**config.mk**
```make
export PLATFORM = sky130hd
export DESIGN_NAME = ring_token_sched
export DESIGN_NICKNAME = d
export VERILOG_FILES = /design/src/rtl/ring_pkg.sv /design/src/rtl/ring_pass_retry.sv /design/src/rtl/ring_token_sched.sv
export SDC_FILE = /design/constraint.sdc
export NUM_CORES = 1
export LEC_CHECK = 0
export BUFFER_PORTS_ARGS = -buffer_cell sky130_fd_sc_hd__buf_2
export CAP_MARGIN = 5
export CORE_UTILIZATION = 35
export DETAILED_ROUTE_END_ITERATION = 6
export PLACE_DENSITY = 0.56
export SLEW_MARGIN = 15
export SYNTH_ARGS = -nofsm -noshare
export SYNTH_HDL_FRONTEND = slang
export SYNTH_HIERARCHICAL = 1
export SYNTH_SLANG_ARGS = --single-unit
```
**constraint.sdc**
```tcl
create_clock -name i_clk -period 3.5 [get_ports i_clk]
set_input_delay 0.35 -clock i_clk [delete_from_list [all_inputs] [get_ports i_clk]]
set_output_delay 0.35 -clock i_clk [all_outputs]
set_load 0.01 [all_outputs]
```
**src/rtl/ring_pkg.sv**
```systemverilog
// Shared types and helpers for the token-ring scheduler.
package ring_pkg;

  localparam int unsigned LAPS_W = 8;

  typedef enum logic [2:0] {
    StIdle,
    StGrant,
    StPass,
    StWaitAck,
    StFault
  } ring_state_e;

  function automatic int unsigned next_pos(input int unsigned pos, input int unsigned n);
    return (pos == n - 1) ? 0 : pos + 1;
  endfunction

endpackage

```
**src/rtl/ring_pass_retry.sv**
```systemverilog
// Ack timer and retry counter for one token pass; flags success, retryable fail or give-up.
module ring_pass_retry #(
  parameter int unsigned ACK_TIMEOUT = 4,
  parameter int unsigned MAX_RETRY   = 3
) (
  input  logic i_clk,
  input  logic i_reset,
  input  logic i_start,
  input  logic i_wait,
  input  logic i_ack,
  input  logic i_loss,
  output logic o_success,
  output logic o_fail,
  output logic o_give_up
);

  localparam int unsigned TimerW = $clog2(ACK_TIMEOUT + 1);
  localparam int unsigned RetryW = $clog2(MAX_RETRY + 1);

  logic [TimerW-1:0] r_timer;
  logic [RetryW-1:0] r_retry;
  logic              w_expired;
  logic              w_failed;
  logic              w_last;

  assign w_expired = (r_timer == TimerW'(ACK_TIMEOUT - 1));
  // Loss outranks an ack arriving in the same cycle.
  assign w_failed  = i_wait & (i_loss | (~i_ack & w_expired));
  assign w_last    = (r_retry == RetryW'(MAX_RETRY - 1));
  assign o_success = i_wait & ~i_loss & i_ack;
  assign o_fail    = w_failed & ~w_last;
  assign o_give_up = w_failed & w_last;

  always_ff @(posedge i_clk) begin
    if (i_reset) begin
      r_timer <= '0;
      r_retry <= '0;
    end else begin
      if (i_start) begin
        r_timer <= '0;
      end else if (i_wait && !w_expired) begin
        r_timer <= r_timer + 1'b1;
      end

      if (o_success) begin
        r_retry <= '0;
      end else if (o_fail) begin
        r_retry <= r_retry + 1'b1;
      end
    end
  end

endmodule

```
**src/rtl/ring_token_sched.sv**
```systemverilog
// Token-passing scheduler: grants the medium to the token holder, bounds hold time,
// forwards the token with ack/retry, and latches a sticky fault after repeated failures.
module ring_token_sched
  import ring_pkg::*;
#(
  parameter int unsigned N           = 4,
  parameter int unsigned HOLD_MAX    = 8,
  parameter int unsigned ACK_TIMEOUT = 4,
  parameter int unsigned MAX_RETRY   = 3
) (
  input  logic                 i_clk,
  input  logic                 i_reset,
  input  logic [N-1:0]         i_req,
  input  logic [N-1:0]         i_done,
  input  logic                 i_ack,
  input  logic                 i_loss,
  output logic [N-1:0]         o_grant,
  output logic [$clog2(N)-1:0] o_token_pos,
  output logic                 o_pass_valid,
  output logic                 o_fault,
  output logic [LAPS_W-1:0]    o_laps
);

  localparam int unsigned PosW  = $clog2(N);
  localparam int unsigned HoldW = $clog2(HOLD_MAX + 1);

  ring_state_e       r_state;
  logic [PosW-1:0]   r_token_pos;
  logic [HoldW-1:0]  r_hold_cnt;
  logic [N-1:0]      r_grant;
  logic              r_pass_valid;
  logic              r_fault;
  logic [LAPS_W-1:0] r_laps;

  logic [N-1:0]      w_holder_oh;
  logic [PosW-1:0]   w_next_pos;
  logic              w_hold_last;
  logic              w_start;
  logic              w_wait;
  logic              w_success;
  logic              w_fail;
  logic              w_give_up;

  assign w_holder_oh = N'(1) << r_token_pos;
  assign w_next_pos  = PosW'(next_pos(32'(r_token_pos), N));
  assign w_hold_last = (r_hold_cnt == HoldW'(HOLD_MAX - 1));
  assign w_start     = (r_state == StPass);
  assign w_wait      = (r_state == StWaitAck);

  ring_pass_retry #(
    .ACK_TIMEOUT (ACK_TIMEOUT),
    .MAX_RETRY   (MAX_RETRY)
  ) u_pass_retry (
    .i_clk     (i_clk),
    .i_reset   (i_reset),
    .i_start   (w_start),
    .i_wait    (w_wait),
    .i_ack     (i_ack),
    .i_loss    (i_loss),
    .o_success (w_success),
    .o_fail    (w_fail),
    .o_give_up (w_give_up)
  );

  // Outputs are registered alongside the state so they always match the state being entered.
  always_ff @(posedge i_clk) begin
    if (i_reset) begin
      r_state      <= StIdle;
      r_token_pos  <= '0;
      r_hold_cnt   <= '0;
      r_grant      <= '0;
      r_pass_valid <= 1'b0;
      r_fault      <= 1'b0;
      r_laps       <= '0;
    end else begin
      unique case (r_state)
        StIdle: begin
          if (i_req[r_token_pos]) begin
            r_state    <= StGrant;
            r_hold_cnt <= '0;
            r_grant    <= w_holder_oh;
          end else begin
            r_state      <= StPass;
            r_pass_valid <= 1'b1;
          end
        end
        StGrant: begin
          r_hold_cnt <= r_hold_cnt + 1'b1;
          if (i_done[r_token_pos] || w_hold_last) begin
            r_state      <= StPass;
            r_grant      <= '0;
            r_pass_valid <= 1'b1;
          end
        end
        StPass: begin
          r_state      <= StWaitAck;
          r_pass_valid <= 1'b0;
        end
        StWaitAck: begin
          if (w_success) begin
            r_state     <= StIdle;
            r_token_pos <= w_next_pos;
            if (r_token_pos == PosW'(N - 1)) begin
              r_laps <= r_laps + 1'b1;
            end
          end else if (w_fail) begin
            r_state      <= StPass;
            r_pass_valid <= 1'b1;
          end else if (w_give_up) begin
            r_state <= StFault;
            r_fault <= 1'b1;
          end
        end
        StFault: begin
          r_state <= StFault;
        end
        default: begin
          r_state      <= StIdle;
          r_grant      <= '0;
          r_pass_valid <= 1'b0;
        end
      endcase
    end
  end

  assign o_grant      = r_grant;
  assign o_token_pos  = r_token_pos;
  assign o_pass_valid = r_pass_valid;
  assign o_fault      = r_fault;
  assign o_laps       = r_laps;

endmodule

```
Word level (Yosys, flattened, before mapping)

Index checks and enable logic that the tools add are counted.

Register bits after elaboration: 28
Input port bits: 12
Output and inout port bits: 16

$add $sub $neg: 5
$lt $le $gt $ge: 1
Equal/unequal tests: 14
Shifts and indexed selects: 1
Muxes and demuxes: 21
Bitwise gates (word level): 14
Reduce and logical (&&, ||, !) cells: 15

Operators with widths:

| operator            | count |
|---|---|
| $pmux 3 s5          | 1 |
| $mux 3              | 4 |
| $mux 4              | 3 |
| $pmux 4 s3          | 1 |
| $ne 2x2->1 const B  | 5 |
| $eq 3x2->1 const B  | 3 |
| $add 8x1->8 const B | 1 |
| $pmux 4 s2          | 1 |
| $not 1->1           | 7 |
| $and 1x1->1         | 6 |
| $mux 1              | 6 |
| $reduce_and 2->1    | 3 |
| $reduce_and 3->1    | 2 |
| $reduce_and 5->1    | 1 |
| $add 2x1->2 const B | 2 |
| $add 4x1->4 const B | 1 |
| $bmux 1 s2          | 2 |
| $eq 2x2->1 const B  | 2 |
| $eq 4x3->1 const B  | 1 |
| $mux 2              | 2 |
| $ne 4x4->1 const B  | 1 |
| $pmux 1 s4          | 1 |
| $reduce_and 4->1    | 1 |
| $reduce_or 2->1     | 2 |
| other kinds (12)    | 12 |

Depth between registers and ports, before layout

Depth in word-level cells: 9
Gate-level depth with buffers: 9
Depth with buffers taken out: 8

Cells and area by module

The synthesis kept the hierarchy.

By module, submodules not included:

| module           | times used | cells each | area an instance (sq um) | sequential area each (sq um) |
|---|---|---|---|---|
| ring_token_sched | 1          | 132        | 1207.4                   | 460.4 |
| ring_pass_retry  | 1          | 30         | 304.0                    | 100.1 |

Worst setup path after synthesis

Ideal clock, no wire load.

Path type: reg2reg
Start point: register r_token_pos[0] (netlist: o_token_pos[0])
End point: register r_pass_valid (netlist: o_pass_valid)
Library setup time: 72 ps
Data arrival time: 1683 ps
Data required time: 3428 ps
Path slack: 1746 ps
Cell stages (with the launch flop): 5
Period minus slack after synthesis: 1754 ps
Path through: dfxtp_1 -> mux4_2 -> o32a_4 -> nand3_1 -> mux2i_1

Cells in the longest elaborated chain, start to end: 5
Elaborated cells on any way between the ends: 8

Ends and longest elaborated chain:

| item                           | RTL line                | source |
|---|---|---|
| start: declaration             | ring_token_sched.sv:28  | `logic [PosW-1:0] r_token_pos;` |
| start signal: assignment       | ring_token_sched.sv:102 | `r_token_pos <= w_next_pos;` |
| $bmux 1 s2                     | ring_token_sched.sv:89  | `if (i_done[r_token_pos] \|\| w_hold_last) begin` |
| $mux 1 (not written as such)   | ring_token_sched.sv:89  |  |
| $logic_or 1x1->1               | ring_token_sched.sv:89  |  |
| $ne 2x2->1 (no line)           | n/a                     |  |
| $reduce_and 5->1 (no line) (*) | n/a                     |  |
| end signal: assignment         | ring_token_sched.sv:84  | `r_pass_valid <= 1'b1;` |
| end signal: assignment         | ring_token_sched.sv:92  | `r_pass_valid <= 1'b1;` |
| end signal: assignment         | ring_token_sched.sv:97  | `r_pass_valid <= 1'b0;` |
| end: declaration               | ring_token_sched.sv:31  | `logic r_pass_valid;` |

Every way passes the cells marked *; elsewhere a longest branch is shown, timed or not. The select of a mux whose other input is x is not followed.
A chain may end at the register's enable or synchronous reset.

Worst setup path after layout

Start point: register r_state[1]
End point: register r_laps[5] (netlist: o_laps[5])

Cells in the longest elaborated chain, start to end: 4

Ends and longest elaborated chain:

| item                       | RTL line                | source |
|---|---|---|
| start: declaration         | ring_token_sched.sv:27  | `ring_state_e r_state;` |
| start signal: assignment   | ring_token_sched.sv:68  | `r_state <= StIdle;` |
| start signal: assignment   | ring_token_sched.sv:79  | `r_state <= StGrant;` |
| start signal: assignment   | ring_token_sched.sv:83  | `r_state <= StPass;` |
| $eq 3x2->1                 | ring_token_sched.sv:48  | `assign w_wait = (r_state == StWaitAck);` |
| via w_wait                 | ring_token_sched.sv:39  | `logic w_wait;` |
| $and 1x1->1 (2 in series)  | ring_pass_retry.sv:30   | `assign o_success = i_wait & ~i_loss & i_ack;` |
| via w_success              | ring_token_sched.sv:40  | `logic w_success;` |
| $reduce_and 3->1 (no line) | n/a                     |  |
| end signal: assignment     | ring_token_sched.sv:104 | `r_laps <= r_laps + 1'b1;` |
| end: declaration           | ring_token_sched.sv:33  | `logic [LAPS_W-1:0] r_laps;` |

The timed path passes the listed nets, and every way through them passes these cells.

==> run_results.csv <==
group,metric,value,unit
clock_tree,insertion_delay,0.28,ns
logic_synthesis,synth_edf_count,0,
hold_path,holdCritStartpoint,"o_fault$_SDFFE_PP0P_",
hold_path,hold_path_class,"flop to flop",
sta,period_minus_slack,2.01,ns
worst_setup_path,worst-path-buf-inv,1,
worst_setup_path,r2r_cells,7,
logic_synthesis,synth.area.mux_share,0.0596,
pwr,power.leakage,0.706,nW
worst_setup_path,critical_path_peak_fanout,10,
logic_synthesis,synthArstFlopShare,0,
sta,hold_viol,0,
clock_tree,cts-root-buf,"clkbuf_8",
clock_tree,cts_made_buffers,3,
run,drv_cap,0,
sta,rsz0062_at_grt,"false",
placement,placed_cells,235,
floorplanning,core_area,0.00409,mm2
drt,wl,3.21,mm
placement,dpl-instance-area,0.00168,mm2
logic_synthesis,synth_simple_gate_area_frac,0.261,
pwr,p_per_area,502,mW/mm2
pwr,peakVddDrop,0.000226,V
drt,dr.pass1.iters,4,
drt,drt-initial-drc-count,25,
worst_setup_path,start_kind,"flop",
global_route,grt_first_pass_wirelength,5.32,mm
pwr,finalPower,0.881,mW
clock_tree,clkSinkCount,28,
clock_tree,ctsHoldBuffers,0,
placement,globalplace.congestion,0.864,
sta,fin_crit_sh,0.574,
drt,routed_via_density,5.24,
drt,avgRoutedWirePerCell,13.4,um
global_route,gr-usage-met2,0.272,
worst_setup_path,rr_startpoint,"r_state[1]$_SDFFE_PP0P_",
finish,final_core_utilization,0.429,
global_route,busiest_layer,"met2",
logic_synthesis,syn-cell-area,0.00151,mm2
sta,fmax,497,MHz
global_route,met1_usage,0.186,
logic_synthesis,synthCells,162,
floorplanning,start_util,0.370,
worst_setup_path,cp_cell_sequence,"nand3b_4 > inv_2 > and3b_4 > nand2_1 > nor4_1 > xnor2_1 > nor2_1",
sta,setup_violations,0,
clock_tree,cts_tree,"built",
finish,nets,211,
finish,diodes,0,
placement,post-place-ws,1.52,ns
worst_setup_path,critical_path_class,"flop to flop",
global_route,grt_pass1_vias,1220,
clock_tree,cts_resized,0,
clock_tree,post-cts-setup-buffers,0,
worst_setup_path,crit_start,"r_state[1]$_SDFFE_PP0P_",
worst_setup_path,crit_family,"simple AND/OR/NAND/NOR gates",
finish,fill_cells,410,
sta,drv_slew,0,
placement,dp_hpwl,2.44,mm
finish,stdcell_area,0.00175,mm2
finish,layout-drive-gt1-share,0.254,
sta,final.setup.tns,0,ns
worst_setup_path,max_stage_delay,0.54,ns
logic_synthesis,synth_compound_area_frac,0.154,
sta,tightest_slew,0.548,ns
logic_synthesis,avgSynthCellArea,9.33,um2
floorplanning,std_cell_rows,23,
floorplanning,die_area,0.00459,mm2
logic_synthesis,ys_warn_count,6,
hold_path,worstHoldPathCells,2,
global_route,overflow,0,
drt,vias,1253,
sta,setup_ws,1.49,ns
finish,layout.cells.non_filler,239,
worst_setup_path,worst_setup_path_end_kind,"flop",
drt,drc,0,
worst_setup_path,crit_path_top_delay_cell,"dfxtp_1",
clock_tree,clk_pin_slew_worst_paths,0.10,ns
floorplanning,pin_count,28,
logic_synthesis,synth_top_family_by_area,"simple AND/OR/NAND/NOR gates",
logic_synthesis,ys_seq_area_frac,0.371,
global_route,antenna_found_initial,0,
clock_tree,cts.htree.levels,1,
global_route,grt_util_met3,0.0270,
worst_setup_path,ff2ff_setup_slack,1.49,ns
logic_synthesis,ys_ff_latch,28,
sta,fin_worst_skew,0.00589,ns
clock_tree,ctsLongestPathBuffers,2,
global_route,grt_use_total,0.156,
floorplanning,die_h,67.7,um
worst_setup_path,crit_required,3.65,ns
global_route,grt_max_degree,30,
worst_setup_path,worstPathArrival,2.16,ns
worst_setup_path,r2r_end,"o_laps[5]$_SDFFE_PP0P_",
outcome,status,"complete, no violations",
finish,synthToLayoutAreaGrowth,16.1,%
logic_synthesis,synth_fa_ha_area_frac,0.0745,
logic_synthesis,syn_nets,183,
logic_synthesis,synth-xor-area-share,0.0406,
placement,io_buffers,27,
logic_synthesis,synth_ff_type,"dfxtp_1",
sta,slew_headroom,0.635,
floorplanning,dieWidth,67.7,um
logic_synthesis,synth_cell_types,45,
sta,holdWs,0.453,ns
hold_path,whs_endpoint,"o_fault$_SDFFE_PP0P_",
drt,postRouteAntennaNets,0,
==> registers in the layout, indices dropped and copies added (netlist names) <==
name / count
r_hold_cnt: 4
o_pass_valid: 1
u_pass_retry/r_timer: 3
o_grant: 4
u_pass_retry/r_retry: 2
r_state: 3
o_fault: 1
o_laps: 8
o_token_pos: 2
==> cells in the final DEF, fill, tap and decap left out, types with 3 or more instances in the layout <==
| cell | netlist | layout |
|---|---|---|
| buf_2 | 0 | 27 |
| ha_1 | 9 | 9 |
| nand2b_1 | 5 | 5 |
| a21oi_1 | 12 | 12 |
| nor2_1 | 18 | 18 |
| nand3_1 | 7 | 7 |
| inv_1 | 8 | 8 |
| xnor2_1 | 7 | 7 |
| clkbuf_8 | 0 | 3 |
| mux2i_1 | 3 | 3 |
| dfxtp_1 | 28 | 28 |
| o21ai_0 | 3 | 3 |
| nand2_1 | 13 | 13 |
| nor3_1 | 7 | 7 |
| nor4_1 | 3 | 3 |
| a22o_2 | 4 | 4 |
==> area by class of cell <==
| class | instances | area (um2) | area share |
|---|---|---|---|
| Clock inverter | 1 | 30.0 | 0.0171 |
| Multi-Input combinational cell | 121 | 891 | 0.508 |
| Sequential cell | 28 | 561 | 0.320 |
| Inverter | 9 | 33.8 | 0.0193 |
| Timing Repair Buffer | 27 | 135 | 0.0770 |
| Clock buffer | 3 | 41.3 | 0.0235 |
| Tap cell | 50 | 62.6 | 0.0357 |
==> cell families (layout without fill, tap and decap cells) <==
logic type	count (synthesis)	count (layout)
buffers and inverters	13	40
DFF	28	28
muxes	6	6
adders and majority gates	9	9
and+or+nand+nor	71	71
AOI/OAI and AO/OA	28	28
xor gates and xnor gates	7	7
==> how the worst max path moves through the flow <==
| stage | slack [ns] | cells past startpoint | endpoint |
|---|---|---|---|
| finish | 1.49 | 7 | o_laps[5]$_SDFFE_PP0P_ |
| global route | 1.27 | 7 | o_laps[6]$_SDFFE_PP0P_ |
| CTS | 1.49 | 7 | o_laps[5]$_SDFFE_PP0P_ |
| detailed placement | 1.52 | 7 | o_laps[5]$_SDFFE_PP0P_ |
| global placement | 1.55 | 7 | o_laps[6]$_SDFFE_PP0P_ |
| floorplan | 1.75 | 4 | o_pass_valid$_SDFFE_PP0P_ |
==> layer usage <==
layer / vias up / part of all wire
met4: 0 / 0.015
met1: 601 / 0.46
met2: 18 / 0.50
li1: 629 / -
met3: 5 / 0.028
met5: - / 0
==> synthesized netlist by cell type, drive strengths merged, types with 2 or more instances <==
cell	count	area, um2
dfxtp	28	561
nor2	18	67.6
a21oi	13	76.3
nand2	13	48.8
ha	9	113
inv	9	33.8
nand3	7	35.0
nor3	7	35.0
xnor2	7	61.3
nand2b	6	40.0
a22o	4	40.0
mux2i	3	30.0
nand3b	3	35.0
nor4	3	18.8
o21ai	3	15.0
or3	3	20.0
and3b	2	21.3
buf	2	18.8
clkbuf	2	7.51
mux4	2	48.8
nor3b	2	15.0
==> worst register-to-register path: stages, from the launching register on <==
cell and delay, ns:
dfxtp_1 0.54, nand3b_4 0.16, inv_2 0.17, and3b_4 0.28, nand2_1 0.16, nor4_1 0.37, xnor2_1 0.16, nor2_1 0.05
==> report_power, final <==
part,leakage (nW),switching [mW],internal [mW],total [mW]
logic,0.443,0.131,0.104,0.235
registers,0.227,0.0381,0.349,0.387
clock network,0.0357,0.107,0.153,0.260
(Power assumes the default switching activity.)
